===== config.mk =====
export PLATFORM = sky130hd
export DESIGN_NAME = ram_tp_fifo_ctrl
export DESIGN_NICKNAME = d
export VERILOG_FILES = /design/src/rtl/ram_tp_fifo_ctrl.sv
export SDC_FILE = /design/constraint.sdc
export NUM_CORES = 1
export LEC_CHECK = 0
export CELL_PAD_IN_SITES_DETAIL_PLACEMENT = 0
export CELL_PAD_IN_SITES_GLOBAL_PLACEMENT = 1
export CORE_UTILIZATION = 19
export CTS_CLUSTER_DIAMETER = 100
export DETAILED_ROUTE_END_ITERATION = 10
export PLACE_DENSITY_LB_ADDON = 0.1
export SLEW_MARGIN = 5
export SYNTH_ARGS = -nofsm -noshare
export SYNTH_HDL_FRONTEND = slang
export SYNTH_SLANG_ARGS = --single-unit

===== constraint.sdc =====
create_clock -name clock -period 4.2 [get_ports clock]
set_input_delay 0.84 -clock clock [delete_from_list [all_inputs] [get_ports clock]]
set_output_delay 0.84 -clock clock [all_outputs]
set_load 0.1 [all_outputs]

===== src/rtl/ram_tp_fifo_ctrl.sv =====
// rtl/ram_tp_fifo_ctrl.sv - FIFO controller for an attached two-port RAM with registered read data
// Capacity is DEPTH words in RAM plus one word held in the RAM read-data register.
module ram_tp_fifo_ctrl #(
   parameter int DATA_WIDTH = 32,
   parameter int DEPTH      = 16
) (
   input  logic                           clock,
   input  logic                           reset,
   input  logic                           s_valid,
   output logic                           s_ready,
   input  logic [DATA_WIDTH-1:0]          s_data,
   output logic                           m_valid,
   input  logic                           m_ready,
   output logic [DATA_WIDTH-1:0]          m_data,
   output logic                           ram_cen,
   output logic                           ram_wen,
   output logic [$clog2(DEPTH)-1:0]       ram_waddr,
   output logic [DATA_WIDTH-1:0]          ram_wdata,
   output logic                           ram_ren,
   output logic [$clog2(DEPTH)-1:0]       ram_raddr,
   input  logic [DATA_WIDTH-1:0]          ram_rdata,
   output logic [$clog2(DEPTH+2)-1:0]     count
);
   localparam int ADDR_WIDTH = $clog2(DEPTH);
   localparam int CNT_WIDTH  = $clog2(DEPTH+2);
   localparam logic [CNT_WIDTH-1:0]  FULL_CNT = CNT_WIDTH'(DEPTH);
   localparam logic [CNT_WIDTH-1:0]  ONE_CNT  = CNT_WIDTH'(1);
   localparam logic [ADDR_WIDTH-1:0] ONE_PTR  = ADDR_WIDTH'(1);

   logic [ADDR_WIDTH-1:0] wr_ptr;
   logic [ADDR_WIDTH-1:0] rd_ptr;
   logic [CNT_WIDTH-1:0]  mem_cnt;
   logic                  push;
   logic                  rd_issue;
   logic                  pop;

   // mem_cnt excludes this cycle's write, so a word is never read in the cycle it lands
   assign s_ready  = (mem_cnt < FULL_CNT);
   assign push     = s_valid && s_ready && !reset;
   assign rd_issue = (mem_cnt != '0) && (!m_valid || m_ready) && !reset;
   assign pop      = m_valid && m_ready;

   assign ram_wen   = push;
   assign ram_waddr = wr_ptr;
   assign ram_wdata = s_data;
   assign ram_ren   = rd_issue;
   assign ram_raddr = rd_ptr;
   assign ram_cen   = push | rd_issue;
   assign m_data    = ram_rdata;
   assign count     = mem_cnt + {{(CNT_WIDTH-1){1'b0}}, m_valid};

   always_ff @(posedge clock or posedge reset) begin
      if (reset) begin
         wr_ptr  <= '0;
         rd_ptr  <= '0;
         mem_cnt <= '0;
         m_valid <= 1'b0;
      end else begin
         if (push)
            wr_ptr <= wr_ptr + ONE_PTR;
         if (rd_issue)
            rd_ptr <= rd_ptr + ONE_PTR;
         case ({push, rd_issue})
            2'b10:   mem_cnt <= mem_cnt + ONE_CNT;
            2'b01:   mem_cnt <= mem_cnt - ONE_CNT;
            default: mem_cnt <= mem_cnt;
         endcase
         // The read-data register refills whenever a read is issued, even as it is popped
         if (rd_issue)
            m_valid <= 1'b1;
         else if (pop)
            m_valid <= 1'b0;
      end
   end
endmodule


==> results of run 1 <==
## final cells by class
type	instances	area, um^2	share of cell area
clock buffer	4	55.1	0.0445
inverter	8	30.0	0.0243
sequential	14	350	0.283
multi-input combinational	52	467	0.377
tap	96	120	0.0971
timing repair buffer	22	215	0.174
## through the flow
stage	area [um^2]	utilization	total power, mW	worst slack, ps	hold WS, ps
2_1_floorplan	1340	-	1.49	307	519
6_report	1240	0.182	1.57	923	475
5_1_grt	1240	0.182	1.67	737	491
3_5_place_dp	1180	0.174	1.45	656	474
3_3_place_gp	1180	0.174	1.46	700	461
4_1_cts	1240	0.182	1.60	913	487
## Yosys cell counts (all sizes together)
library cell | number | area (um^2)
a311o | 1 | 10.0
a211oi | 1 | 20.0
nand3b | 1 | 7.51
nor4 | 1 | 12.5
fa | 1 | 20.0
o31ai | 1 | 7.51
mux2 | 4 | 45.0
and3 | 1 | 6.26
buf | 66 | 490
inv | 8 | 30.0
a21oi | 2 | 10.0
or2 | 2 | 12.5
o22ai | 1 | 6.26
nor2 | 1 | 3.75
xnor2 | 8 | 70.1
xor2 | 4 | 35.0
nand4 | 3 | 18.8
ha | 9 | 113
nor4b | 1 | 8.76
dfrtp | 14 | 350
a21o | 1 | 7.51
o2111ai | 1 | 8.76
nor2b | 2 | 12.5
nand3 | 3 | 15.0
nand2 | 2 | 7.51
o221ai | 1 | 8.76
## sequential cells by signal, indices dropped and copies added, names as in the netlist
name       flops
ram_waddr      4
mem_cnt        5
ram_raddr      4
m_valid        1
## cell families after synthesis
kind of cell,after synthesis
XOR/XNOR,12
AO/OA/AOI/OAI,9
AND/OR/NAND/NOR,17
adder cells (fa/ha/maj),10
flip-flops,14
buffers and inverters,74
multiplexers,4
## final timing paths
path                                 to         start  slack (ps)  cells after the start
max                          mem_cnt[4]       m_ready         920                     10
min                        ram_raddr[3]  ram_raddr[3]         470                      1
max reg2reg                  mem_cnt[4]    mem_cnt[2]        1440                      9
min reg2reg                ram_raddr[3]  ram_raddr[3]         470                      1
max in group asynchronous       m_valid         reset        3000                      3
min in group asynchronous  ram_waddr[0]         reset        1010                      3
## routing by layer
layer  up-vias  global-route usage
li1        312                   -
met5         -                   0
met3        34              0.0289
met2        47               0.118
met1       333              0.0772
met4         0              0.0712
## power by group through the flow
stage	combinational (mW)	sequential [mW]	clock (mW)
2_1_floorplan	0.917	0.572	0
3_3_place_gp	1.16	0.296	0
3_5_place_dp	1.16	0.297	0
4_1_cts	1.16	0.294	0.143
5_1_grt	1.21	0.302	0.152
6_report	1.15	0.288	0.135
## worst reg2reg max path, cell delays in order (launching register included)
cell and delay (ps):
dfrtp_1 500, nor4_2 110, a211oi_4 470, ha_1 380, inv_1 160, fa_1 420, nor2b_1 210, o2111ai_1 140
o31ai_1 100, o221ai_1 160
==> results.json, run 1 <==
{
  "status": "finished, final reports clean",
  "grt_pass1_wl_mm": 4.26,
  "grt_max_degree": 15,
  "gp_congestion": 0.730,
  "fill_cells": 750,
  "syn2layout_area_growth_pct": -7.48,
  "drive_above_1_share": 0.190,
  "insertion_delay_ps": 250,
  "rows": 30,
  "path_clk_slew_ps": 70,
  "relSlewSlack": 0.352,
  "end_kind": "flip-flop",
  "crit_top_cell": "nor2b_1",
  "ir_drop_uv": 186,
  "cp.arrival_ps": 3390,
  "cts_sinks": 14,
  "dp_cells": 192,
  "syn_nets": 218,
  "highest_layer": "met4",
  "synth_area_mm2": 0.00134,
  "slew_viol_final": 0,
  "switchingPower_mw": 0.984,
  "fmax_mhz": 305,
  "synth_top_family_by_area": "buffers and inverters",
  "portBuffers": 21,
  "synth_compound_area_frac": 0.0589,
  "maxCapViolCount": 0,
  "synth-xor-area-share": 0.0786,
  "p_clk_frac": 0.086,
  "timing.final.crit_share": 0.780,
  "dieArea_mm2": 0.00738,
  "critical-path-top-delay-family": "compound AO/OA/AOI/OAI gates",
  "hold_viol": 0,
  "crit_chain": "clkdlybuf4s50_1 > nor2b_1 > a211oi_4 > ha_1 > inv_1 > fa_1 > nor2b_1 > o2111ai_1 > o31ai_1 > o221ai_1",
  "die_w_um": 85.9,
  "worst_ep_required_time_ps": 4320,
  "muxShareOfSynthArea": 0.0337,
  "vias": 726,
  "finalSetupTns_ps": 0,
  "postCtsHoldBufs": 0,
  "grt_pass1_vias": 825,
  "wl_met2_mm": 1.21,
  "post-cts-setup-buffers": 0,
  "stdcell_count": 196,
  "start_kind": "input pin",
  "track_usage": 0.0756,
  "syn_inst": 140,
  "overflow": 0,
  "numCtsBuffers": 3,
  "yosys.cell_types.count": 27,
  "cpPeakStageDelay_ps": 460,
  "detail-route-antenna-nets": 0,
  "first_iter_violations": 26,
  "root_buffer": "clkbuf_8",
  "final_cell_mix": "clkdlybuf4s50_1 (15), dfrtp_1 (14), ha_1 (9)",
  "cts_tree": "yes",
  "dieHeight_um": 85.9,
  "worst_pin_slew_ps": 968,
  "pwr-share-comb": 0.730,
  "final_common_cell": "clkdlybuf4s50_1",
  "wl_mm": 2.62,
  "internal_power_mw": 0.586,
  "yosys.area_share.simple": 0.0786,
  "pin_count": 150,
  "rsz0062_at_grt": "no",
  "ys_warn_count": 0,
  "setup.worst_path.class": "in -> reg",
  "core-area_mm2": 0.00679,
  "avgRoutedWirePerCell_um": 13.4,
  "nets": 179,
  "avgViaCountPerCell": 3.70,
  "diodes": 0,
  "wl_met3_um": 259,
  "power_leakage_nw": 0.510,
  "h-tree-depth": 1,
  "cts_resized": 0,
  "ys_seq_elements": 14,
  "period_needed_ps": 3280,
  "setup_viol": 0,
  "worst_path_max_delay_cell": "clkdlybuf4s50_1",
  "antenna_found_initial": 0,
  "drtPass1Iterations": 4,
  "crit_fanout": 8,
  "synth_fa_ha_area_frac": 0.0992,
  "clk_path_buf_depth": 2,
  "path_buf_inv": 2,
  "power.share.switching": 0.627,
  "finClkSkew_ps": 6.99,
  "synth_seq_area_share": 0.262,
  "dp_hpwl_mm": 2.01,
  "drc": 0,
  "wl_met1_um": 972,
  "seqPwrFrac": 0.184,
  "cellPowerDensity_mw_per_mm2": 1270,
  "syn_area_per_cell_um2": 9.55,
  "initial_core_util": 0.197,
  "holdCritPathClass": "reg -> reg"
}
(Power assumes the default switching activity.)
==> run 2: changes to the inputs <==
--- a/config.mk
+++ b/config.mk
@@ -7,7 +7,7 @@
 export LEC_CHECK = 0
 export CELL_PAD_IN_SITES_DETAIL_PLACEMENT = 0
 export CELL_PAD_IN_SITES_GLOBAL_PLACEMENT = 1
-export CORE_UTILIZATION = 19
+export CORE_UTILIZATION = 18
 export CTS_CLUSTER_DIAMETER = 100
 export DETAILED_ROUTE_END_ITERATION = 10
 export PLACE_DENSITY_LB_ADDON = 0.1
==> constraint.sdc (replaced) <==
create_clock -name clock -period 3.3 [get_ports clock]
set_input_delay 0.66 -clock clock [delete_from_list [all_inputs] [get_ports clock]]
set_output_delay 0.66 -clock clock [all_outputs]
set_load 0.1 [all_outputs]
==> results.json, run 2 (synthesis results as in run 1) <==
{
  "rsz0062_at_grt": "no",
  "numCtsBuffers": 3,
  "detail-route-antenna-nets": 0,
  "portBuffers": 21,
  "syn2layout_area_growth_pct": -3.37,
  "timing.final.crit_share": 0.824,
  "start_kind": "input pin",
  "root_buffer": "clkbuf_8",
  "antenna_found_initial": 0,
  "core-area_mm2": 0.00721,
  "fin_ws_ps": 582,
  "cts_tree": "yes",
  "finalPower_mw": 2.04,
  "post-cts-setup-buffers": 0,
  "dp_hpwl_mm": 2.12,
  "ir_drop_uv": 251,
  "first_iter_violations": 7,
  "whs_ps": 480,
  "hold_viol": 0,
  "rrSetupSlack_ps": 970,
  "track_usage": 0.0713,
  "insertion_delay_ps": 250,
  "vias": 724,
  "top_register": "mem_cnt",
  "fmax_mhz": 368,
  "drtPass1Iterations": 3,
  "avgRoutedWirePerCell_um": 13.5,
  "cp.arrival_ps": 2060,
  "overflow": 0,
  "setup.worst_path.class": "in -> out",
  "worst_ep_required_time_ps": 2640,
  "nets": 182,
  "finClkSkew_ps": 5.78,
  "final_cell_mix": "buf_4 (19), dfrtp_1 (13), ha_1 (8)",
  "pin_count": 150,
  "cts_resized": 0,
  "period_needed_ps": 2720,
  "diodes": 0,
  "rows": 31,
  "stdcell_count": 202,
  "wl_mm": 2.72,
  "gp_congestion": 0.705,
  "drc": 0,
  "fill_cells": 814,
  "dieHeight_um": 88.2,
  "postCtsHoldBufs": 0,
  "crit_fanout": 2,
  "dieArea_mm2": 0.00778,
  "cts_sinks": 14,
  "drive_above_1_share": 0.398,
  "slew_viol_final": 0,
  "cellPowerDensity_mw_per_mm2": 1580,
  "h-tree-depth": 1,
  "grt_pass1_vias": 799,
  "final_common_cell": "buf_4",
  "relSlewSlack": 0.765,
  "dpl_worst_slack_ps": 392,
  "worst_pin_slew_ps": 350,
  "path_clk_slew_ps": 70,
  "initial_core_util": 0.185,
  "holdCritPathClass": "reg -> reg",
  "die_w_um": 88.2,
  "clk_path_buf_depth": 2,
  "largest_reg_flops": 5,
  "end_kind": "output port",
  "setup_viol": 0,
  "grt_pass1_wl_mm": 4.07,
  "status": "finished, final reports clean",
  "grt_max_degree": 15,
  "power_leakage_nw": 0.540,
  "dp_cells": 198,
  "avgViaCountPerCell": 3.58,
  "maxCapViolCount": 0
}
run 2: layout make-up:
cell class | count | area, um^2 | area share
timing repair buffer | 25 | 233 | 0.180
clock buffer | 4 | 55.1 | 0.0426
sequential | 14 | 352 | 0.272
inverter | 8 | 40.0 | 0.0310
multi-input combinational | 52 | 489 | 0.379
tap | 99 | 124 | 0.0958
run 2: routing by layer:
metal	GRT usage	up-vias	wire length, um
li1	-	318	-
met1	0.0680	325	957
met2	0.119	48	1260
met3	0.0283	33	358
met4	0.0630	0	143
met5	0	-	0
run 2: per-stage QoR:
stage          utilization  area (um^2)  setup TNS, ps
6_report             0.179         1290              0
4_1_cts              0.179         1290              0
3_5_place_dp         0.172         1240              0
2_1_floorplan            -         1370           -512
5_1_grt              0.179         1290              0
3_3_place_gp         0.172         1240              0
run 2: power breakdown:
| group | internal, mW | leakage [nW] | switching [mW] |
|---|---|---|---|
| clock network | 0.106 | 0.0288 | 0.0713 |
| registers | 0.259 | 0.164 | 0.117 |
| logic | 0.389 | 0.347 | 1.10 |
run 2: path summary, 6_finish.rpt:
path / startpoint / endpoint / cells past startpoint
worst min register to register: ram_raddr[3] / ram_raddr[3] / 1
worst max-delay path: reset / ram_cen / 7
max in group asynchronous: reset / m_valid / 3
worst min-delay path: ram_raddr[3] / ram_raddr[3] / 1
min in group asynchronous: reset / ram_raddr[2] / 3
worst max register to register: mem_cnt[4] / mem_cnt[4] / 9
run 2: worst max-delay path: stages:
cell             delay (ps)
clkdlybuf4s50_1         540
inv_1                    70
and3_1                  170
inv_1                   120
ha_1                    210
clkinvlp_4              110
buf_12                  170
